==> src/rtl/text_ram_scheduler_pkg.sv <==
// Shared constants, request/state types and address helpers for the text RAM scheduler.
package text_ram_scheduler_pkg;

  localparam int COLS        = 80;
  localparam int ROWS        = 60;
  localparam int FIFO_DEPTH  = 4;
  localparam int TEXT_ADDR_W = 13;

  localparam logic [7:0]             CLEAR_CHAR = 8'h20;
  localparam logic [TEXT_ADDR_W-1:0] LAST_ADDR  = 13'd4799;

  typedef struct packed {
    logic [6:0] col;
    logic [5:0] row;
    logic [7:0] ch;
  } wr_req_t;

  typedef enum logic [1:0] {
    IDLE  = 2'd0,
    DRAIN = 2'd1,
    CLEAR = 2'd2
  } clr_state_t;

  // Linear cell address; row*COLS fits in 13 bits for every legal cell.
  function automatic logic [TEXT_ADDR_W-1:0] cell_addr(input logic [6:0] row, input logic [6:0] col);
    cell_addr = ({6'd0, row} * 13'd80) + {6'd0, col};
  endfunction

  function automatic logic in_range(input logic [6:0] col, input logic [5:0] row);
    in_range = (col < 7'd80) && (row < 6'd60);
  endfunction

endpackage

==> src/rtl/text_ram_scheduler_if.sv <==
// Writer request channel: valid/ready handshake plus the out-of-range drop pulse.
interface text_ram_scheduler_if;
  logic       wr_valid;
  logic       wr_ready;
  logic [6:0] wr_col;
  logic [5:0] wr_row;
  logic [7:0] wr_char;
  logic       wr_drop;

  modport master (output wr_valid, wr_col, wr_row, wr_char, input wr_ready, wr_drop);
  modport slave  (input wr_valid, wr_col, wr_row, wr_char, output wr_ready, wr_drop);
endinterface

==> src/rtl/text_ram_scheduler_fifo.sv <==
// Synchronous FIFO with registered full/empty; full_next lets the owner register its ready.
module sync_fifo #(
  parameter int WIDTH = 8,
  parameter int DEPTH = 4
) (
  input  logic             clk,
  input  logic             reset,
  input  logic             push,
  input  logic [WIDTH-1:0] din,
  input  logic             pop,
  output logic [WIDTH-1:0] dout,
  output logic             full,
  output logic             empty,
  output logic             full_next
);
  localparam int AW = $clog2(DEPTH);
  localparam int CW = AW + 1;

  logic [WIDTH-1:0] mem_r [DEPTH];
  logic [AW-1:0]    wr_ptr_r;
  logic [AW-1:0]    rd_ptr_r;
  logic [CW-1:0]    count_r;
  logic [CW-1:0]    count_next_s;
  logic             full_r;
  logic             empty_r;
  logic             push_ok_s;
  logic             pop_ok_s;

  assign pop_ok_s  = pop && !empty_r;
  assign push_ok_s = push && (!full_r || pop_ok_s);
  assign dout      = mem_r[rd_ptr_r];
  assign full      = full_r;
  assign empty     = empty_r;
  assign full_next = (count_next_s == CW'(DEPTH));

  // Occupancy after this cycle's push/pop.
  always_comb begin
    count_next_s = count_r;
    if (push_ok_s && !pop_ok_s) begin
      count_next_s = count_r + {{(CW-1){1'b0}}, 1'b1};
    end else if (!push_ok_s && pop_ok_s) begin
      count_next_s = count_r - {{(CW-1){1'b0}}, 1'b1};
    end else begin
      count_next_s = count_r;
    end
  end

  // Pointers, count and flags.
  always_ff @(posedge clk) begin
    if (reset) begin
      wr_ptr_r <= {AW{1'b0}};
      rd_ptr_r <= {AW{1'b0}};
      count_r  <= {CW{1'b0}};
      full_r   <= 1'b0;
      empty_r  <= 1'b1;
    end else begin
      if (push_ok_s) wr_ptr_r <= wr_ptr_r + {{(AW-1){1'b0}}, 1'b1};
      if (pop_ok_s)  rd_ptr_r <= rd_ptr_r + {{(AW-1){1'b0}}, 1'b1};
      count_r <= count_next_s;
      full_r  <= (count_next_s == CW'(DEPTH));
      empty_r <= (count_next_s == {CW{1'b0}});
    end
  end

  // Storage array; contents are don't-care while empty.
  always_ff @(posedge clk) begin
    if (push_ok_s) mem_r[wr_ptr_r] <= din;
  end

endmodule

==> src/rtl/text_ram_scheduler.sv <==
// Arbitrates the single-port text RAM: display fetch first, then queued writes, then screen clear.
module text_ram_scheduler
  import text_ram_scheduler_pkg::*;
(
  input  logic                   vgaclk,
  input  logic                   reset,
  input  logic [9:0]             x,
  input  logic [9:0]             y,
  input  logic                   blank_b,
  text_ram_scheduler_if.slave    wr,
  input  logic                   clr_req,
  output logic                   clr_busy,
  output logic [TEXT_ADDR_W-1:0] ram_addr,
  output logic                   ram_we,
  output logic [7:0]             ram_wdata,
  input  logic [7:0]             ram_rdata,
  output logic [7:0]             charcode
);

  clr_state_t             state_r, state_next_s;
  logic [TEXT_ADDR_W-1:0] clr_addr_r;
  logic                   wr_ready_r, wr_drop_r, clr_busy_r, disp_d_r;
  logic [7:0]             charcode_r;
  logic                   disp_slot_s, free_slot_s, accept_s, range_ok_s;
  logic                   push_s, pop_s, clr_write_s;
  logic                   fifo_full_s, fifo_empty_s, fifo_full_next_s;
  wr_req_t                push_req_s, head_s;
  logic                   unused_s;

  assign unused_s    = ^{y[2:0], fifo_full_s};
  assign disp_slot_s = blank_b && (x[2:0] == 3'd0);
  assign free_slot_s = !disp_slot_s;
  assign push_req_s  = '{col: wr.wr_col, row: wr.wr_row, ch: wr.wr_char};
  assign accept_s    = wr.wr_valid && wr_ready_r;
  assign range_ok_s  = in_range(wr.wr_col, wr.wr_row);
  assign push_s      = accept_s && range_ok_s;
  assign pop_s       = free_slot_s && !fifo_empty_s;
  assign clr_write_s = free_slot_s && fifo_empty_s && (state_r == CLEAR);

  assign wr.wr_ready = wr_ready_r;
  assign wr.wr_drop  = wr_drop_r;
  assign clr_busy    = clr_busy_r;
  assign charcode    = charcode_r;

  sync_fifo #(.WIDTH($bits(wr_req_t)), .DEPTH(FIFO_DEPTH)) u_fifo (
    .clk       (vgaclk),
    .reset     (reset),
    .push      (push_s),
    .din       (push_req_s),
    .pop       (pop_s),
    .dout      (head_s),
    .full      (fifo_full_s),
    .empty     (fifo_empty_s),
    .full_next (fifo_full_next_s)
  );

  // Clear-screen sequencer next state.
  always_comb begin
    state_next_s = state_r;
    case (state_r)
      IDLE:    if (clr_req) state_next_s = DRAIN; else state_next_s = IDLE;
      DRAIN:   if (fifo_empty_s) state_next_s = CLEAR; else state_next_s = DRAIN;
      CLEAR:   if (clr_write_s && (clr_addr_r == LAST_ADDR)) state_next_s = IDLE;
               else state_next_s = CLEAR;
      default: state_next_s = IDLE;
    endcase
  end

  // RAM port mux: display slot owns the port, free slots carry at most one write.
  always_comb begin
    ram_addr  = {TEXT_ADDR_W{1'b0}};
    ram_we    = 1'b0;
    ram_wdata = 8'h00;
    if (reset) begin
      ram_we = 1'b0;
    end else if (disp_slot_s) begin
      ram_addr = cell_addr(y[9:3], x[9:3]);
    end else if (pop_s) begin
      ram_addr  = cell_addr({1'b0, head_s.row}, head_s.col);
      ram_we    = 1'b1;
      ram_wdata = head_s.ch;
    end else if (clr_write_s) begin
      ram_addr  = clr_addr_r;
      ram_we    = 1'b1;
      ram_wdata = CLEAR_CHAR;
    end else begin
      ram_we = 1'b0;
    end
  end

  // Sequencer state, handshake flags and the char code pipeline stage.
  always_ff @(posedge vgaclk) begin
    if (reset) begin
      state_r    <= IDLE;
      clr_addr_r <= {TEXT_ADDR_W{1'b0}};
      wr_ready_r <= 1'b0;
      wr_drop_r  <= 1'b0;
      clr_busy_r <= 1'b0;
      disp_d_r   <= 1'b0;
      charcode_r <= CLEAR_CHAR;
    end else begin
      state_r    <= state_next_s;
      wr_ready_r <= (state_next_s == IDLE) && !fifo_full_next_s;
      wr_drop_r  <= accept_s && !range_ok_s;
      clr_busy_r <= (state_next_s != IDLE);
      disp_d_r   <= disp_slot_s;
      if (state_r != CLEAR) begin
        clr_addr_r <= {TEXT_ADDR_W{1'b0}};
      end else if (clr_write_s) begin
        clr_addr_r <= clr_addr_r + 13'd1;
      end else begin
        clr_addr_r <= clr_addr_r;
      end
      // RAM data lands one cycle after the display slot address.
      if (disp_d_r) begin
        charcode_r <= ram_rdata;
      end else if (!blank_b) begin
        charcode_r <= CLEAR_CHAR;
      end else begin
        charcode_r <= charcode_r;
      end
    end
  end

endmodule

==> src/flat_wrapper.sv <==
// flat-port wrapper written by rule: the top's interface ports become plain ports
module text_ram_scheduler_flat import text_ram_scheduler_pkg::*;
  (vgaclk, reset, x, y, blank_b, clr_req, clr_busy, ram_addr, ram_we, ram_wdata, ram_rdata, charcode, wr_wr_valid, wr_wr_col, wr_wr_row, wr_wr_char, wr_wr_ready, wr_wr_drop);
  text_ram_scheduler_if wr_i ();
  input  logic vgaclk;
  input  logic reset;
  input  logic [9:0] x;
  input  logic [9:0] y;
  input  logic blank_b;
  input  logic clr_req;
  output logic clr_busy;
  output logic [TEXT_ADDR_W-1:0] ram_addr;
  output logic ram_we;
  output logic [7:0] ram_wdata;
  input  logic [7:0] ram_rdata;
  output logic [7:0] charcode;
  input wire logic [$bits(wr_i.wr_valid)-1:0] wr_wr_valid;
  input wire logic [$bits(wr_i.wr_col)-1:0] wr_wr_col;
  input wire logic [$bits(wr_i.wr_row)-1:0] wr_wr_row;
  input wire logic [$bits(wr_i.wr_char)-1:0] wr_wr_char;
  output wire logic [$bits(wr_i.wr_ready)-1:0] wr_wr_ready;
  output wire logic [$bits(wr_i.wr_drop)-1:0] wr_wr_drop;
  assign wr_i.wr_valid = wr_wr_valid;
  assign wr_i.wr_col = wr_wr_col;
  assign wr_i.wr_row = wr_wr_row;
  assign wr_i.wr_char = wr_wr_char;
  assign wr_wr_ready = wr_i.wr_ready;
  assign wr_wr_drop = wr_i.wr_drop;
  text_ram_scheduler u_core (.vgaclk(vgaclk), .reset(reset), .x(x), .y(y), .blank_b(blank_b), .wr(wr_i), .clr_req(clr_req), .clr_busy(clr_busy), .ram_addr(ram_addr), .ram_we(ram_we), .ram_wdata(ram_wdata), .ram_rdata(ram_rdata), .charcode(charcode));
endmodule
==> config.mk <==
export PLATFORM = sky130hd
export DESIGN_NAME = text_ram_scheduler_flat
export DESIGN_NICKNAME = d
export VERILOG_FILES = /design/src/rtl/text_ram_scheduler_pkg.sv /design/src/rtl/text_ram_scheduler_if.sv /design/src/rtl/text_ram_scheduler_fifo.sv /design/src/rtl/text_ram_scheduler.sv /design/src/flat_wrapper.sv
export SDC_FILE = /design/constraint.sdc
export NUM_CORES = 1
export LEC_CHECK = 0
export ABC_AREA = 1
export CAP_MARGIN = 10
export CORE_MARGIN = 2
export CORE_UTILIZATION = 55
export CTS_CLUSTER_SIZE = 30
export DETAILED_ROUTE_END_ITERATION = 12
export PLACE_DENSITY = 0.86
export SETUP_SLACK_MARGIN = 0.02
export SYNTH_ARGS = -nofsm -noshare
export SYNTH_HDL_FRONTEND = slang
export SYNTH_SLANG_ARGS = --single-unit
==> constraint.sdc <==
create_clock -name vgaclk -period 8.1 [get_ports vgaclk]
set_clock_uncertainty 0.05 [all_clocks]
set_input_delay 2.43 -clock vgaclk [delete_from_list [all_inputs] [get_ports vgaclk]]
set_output_delay 2.43 -clock vgaclk [all_outputs]
set_load 0.03 [all_outputs]
==> out/qor.yml <==
dr_wl_met3_um: 1030
route.met2.wl_um: 7910
cp_slowest_stage_delay_ns: 0.68
ant_nets: 0
worst_pin_slew_ns: 0.672
synth_async_sr_flop_share_pct: 0
fin_setup_tns_ns: 0
power.internal_w: 0.00145
fillerInstances: 740
p_seq_share_pct: 31.7
clock_sinks: 122
yosys.area.top_type: "edfxtp_1"
n_antenna_cell: 0
relSlewSlack_pct: 55.1
postCtsHoldBufs: 0
yosysSeqAreaShare_pct: 53.2
ir_worst_vdd_v: 0.000163
syn_area_um2: 6180
firstDrtPassIters: 5
drive_gt1_share_pct: 8.72
outcome: "complete, no violations"
pwr-share-clk_pct: 31.3
drt_first_iter_violations: 418
ys_seq_elements: 122
hold_start: "u_core.clr_addr_r[12]$_SDFFE_PP0P_"
viasPerCell: 5.79
synth.most_common_cell: "nand2_1"
postSynthCellCount: 658
synth_edf_count: 84
postPlaceCellArea_um2: 7120
cap_viol_max_count: 0
dieArea_um2: 12100
finalHoldViolations: 0
dieWidth_um: 110
crit_buf_inv: 3
cp.required_ns: 5.62
cts_max_path_buffers: 2
die_height_um: 110
fin_nets: 833
r2r_start: "u_core.clr_addr_r[1]$_SDFFE_PP0P_"
finalMaxSlewViolations: 0
drc: 0
place_hpwl_um: 9970
row_count: 38
grt_pass1_wl_um: 24300
hold_class: "reg2reg"
routed_wirelength_um: 15200
max_freq_mhz: 127
fin_crit_sh_pct: 96.9
start_kind: "input port"
path_class: "in2out"
grt_max_degree: 43
grt-ovfl-total: 0
path_delay_family: "buffers and inverters"
stdcell_area_um2: 7690
synth.top_cell.area_share_pct: 40.8
synthTopCellsByCount: "nand2_1, nor2_1, edfxtp_1, a21oi_1, o21ai_0"
cts_tree: "done"
synth.area.top_cells: "edfxtp_1, dfxtp_1, nand2_1"
cts-htree-levels: 4
cts_buffers: 17
arrival_ns: 5.37
p_per_area_nw_per_um2: 297
p_comb_share_pct: 37.1
grt_use_total_pct: 26.6
grt_pass1_vias: 5206
swShare_pct: 36.5
yosysWarnings: 0
cp_common_cell: "nor2_1"
gp_congestion: 0.934
p_switching_w: 0.000835
power.leakage_nw: 2.91
io_pins: 87
vias: 5192
clockRootBuffer: "clkbuf_8"
areaGrowthSynthToFinish_pct: 24.5
setup_viol: 0
drt-met1-wl_um: 5740
crit_fanout: 3
port_buffers: 83
rsz0062_at_grt: "no"
ctsResizeCount: 0
cp_cell_sequence: "clkdlybuf4s50_1 -> ha_1 -> ha_1 -> inv_1 -> fa_1 -> nand3b_1 -> nand2_1 -> xor2_1 -> nand3_1 -> nor2_1 -> nor2_1 -> nor2_1 -> clkdlybuf4s50_1"
highest_layer: "met4"
fin_crit_ns: 7.85
avgRoutedWirePerCell_um: 17.0
coreArea_um2: 10900
crit_start: "y[4]"
antenna_found_initial: 0
clk_pin_slew_ns: 0.06
post_cts_buffers: 0
endpoint_kind: "primary output"
syn_area_per_cell_um2: 9.39
synth_fp_nets: 747
crit_slowest_cell: "clkdlybuf4s50_1"
synth_cell_types: 49
ys.flop_type: "edfxtp_1"
clk_latency_ns: 0.51
initial_utilization_pct: 56.7
==> worst register-to-register path, delay by kind of cell (launching register included) <==
family / cells / cell delay, ns
adder cells (fa/ha/maj): 1 / 0.25
buffers and inverters: 1 / 0.08
flip-flops: 1 / 0.38
AO/OA/AOI/OAI: 2 / 0.35
AND/OR/NAND/NOR: 3 / 0.62
==> area by class of cell <==
cell class	count	area (um2)	area share, %
inverters	56	213	2.77
multi-input cells	455	2550	33.1
repair buffers	92	903	11.8
flip-flops and latches	122	3280	42.7
well taps	140	175	2.28
clock buffers	18	418	5.44
clock inverters	14	148	1.92
==> final timing paths <==
kind                                                            to  depth (start not counted)  slack [ns]
worst min-delay path            u_core.clr_addr_r[12]$_SDFFE_PP0P_                          2        0.42
worst max-delay path                                  ram_addr[12]                         13        0.25
worst min register to register  u_core.clr_addr_r[12]$_SDFFE_PP0P_                          2        0.42
worst max register to register          u_core.clr_busy$_SDFF_PP0_                          7        6.25
==> power groups by stage <==
| stage | Clock, W | Combinational, W | Sequential, W |
|---|---|---|---|
| after global routing | 0.000745 | 0.000935 | 0.000727 |
| final | 0.000715 | 0.000847 | 0.000724 |
| after global placement | 0 | 0.000784 | 0.000733 |
| after floorplan | 0 | 0.000592 | 0.000738 |
| after CTS | 0.000718 | 0.000838 | 0.000723 |
| after detailed placement | 0 | 0.000826 | 0.000735 |
==> metal layers <==
layer	up-vias	GRT usage, %
met4	0	15.6
met2	249	46.5
li1	2440	-
met1	2452	29.8
met5	-	0
met3	51	5.81
==> state kept, by name, summed over array words and instances, names as in the netlist, named ones only <==
name and count:
u_core.charcode 8, u_core.u_fifo.rd_ptr_r 2, u_core.u_fifo.empty 1, u_core.u_fifo.count_r 3, u_core.disp_d_r 1, u_core.u_fifo.wr_ptr_r 2
u_core.wr.wr_ready 1, u_core.u_fifo.full 1, u_core.wr.wr_drop 1, u_core.state_r 2, u_core.clr_busy 1, u_core.u_fifo.mem_r 84
u_core.clr_addr_r 13
==> cells in the final DEF (no fill, tap or decap), drive strengths merged, types with 6 or more instances in the layout <==
| cell | count |
|---|---|
| nand2 | 108 |
| nor2 | 92 |
| edfxtp | 84 |
| clkdlybuf4s50 | 81 |
| o21ai | 58 |
| a21oi | 57 |
| inv | 57 |
| nand3 | 41 |
| dfxtp | 38 |
| ha | 31 |
| clkbuf | 18 |
| xor2 | 12 |
| o22ai | 10 |
| nand4 | 9 |
| buf | 9 |
| clkinv | 9 |
| or2 | 6 |
==> kinds of logic after synthesis <==
family,count (synthesis),share of synthesized area [%]
AO/OA/AOI/OAI,138,12.1
XOR/XNOR,15,2.13
adder cells (fa/ha/maj),35,7.58
buffers and inverters,81,5.59
flip-flops,122,53.2
AND/OR/NAND/NOR,267,19.4
==> metrics by stage <==
step / hold WS [ns] / total power (W) / worst slack (ns) / utilization [%] / instances
2_1_floorplan: 0.394 / 0.00133 / 1.16 / - / 658
3_3_place_gp: 0.406 / 0.00152 / 0.194 / 65.4 / 865
3_5_place_dp: 0.417 / 0.00156 / 0.157 / 65.4 / 865
4_1_cts: 0.426 / 0.00228 / 0.127 / 70.6 / 897
5_1_grt: 0.443 / 0.00241 / 0.0321 / 70.6 / 897
6_report: 0.421 / 0.00229 / 0.251 / 70.6 / 897
Note: power is estimated with default switching activity, not from simulation.
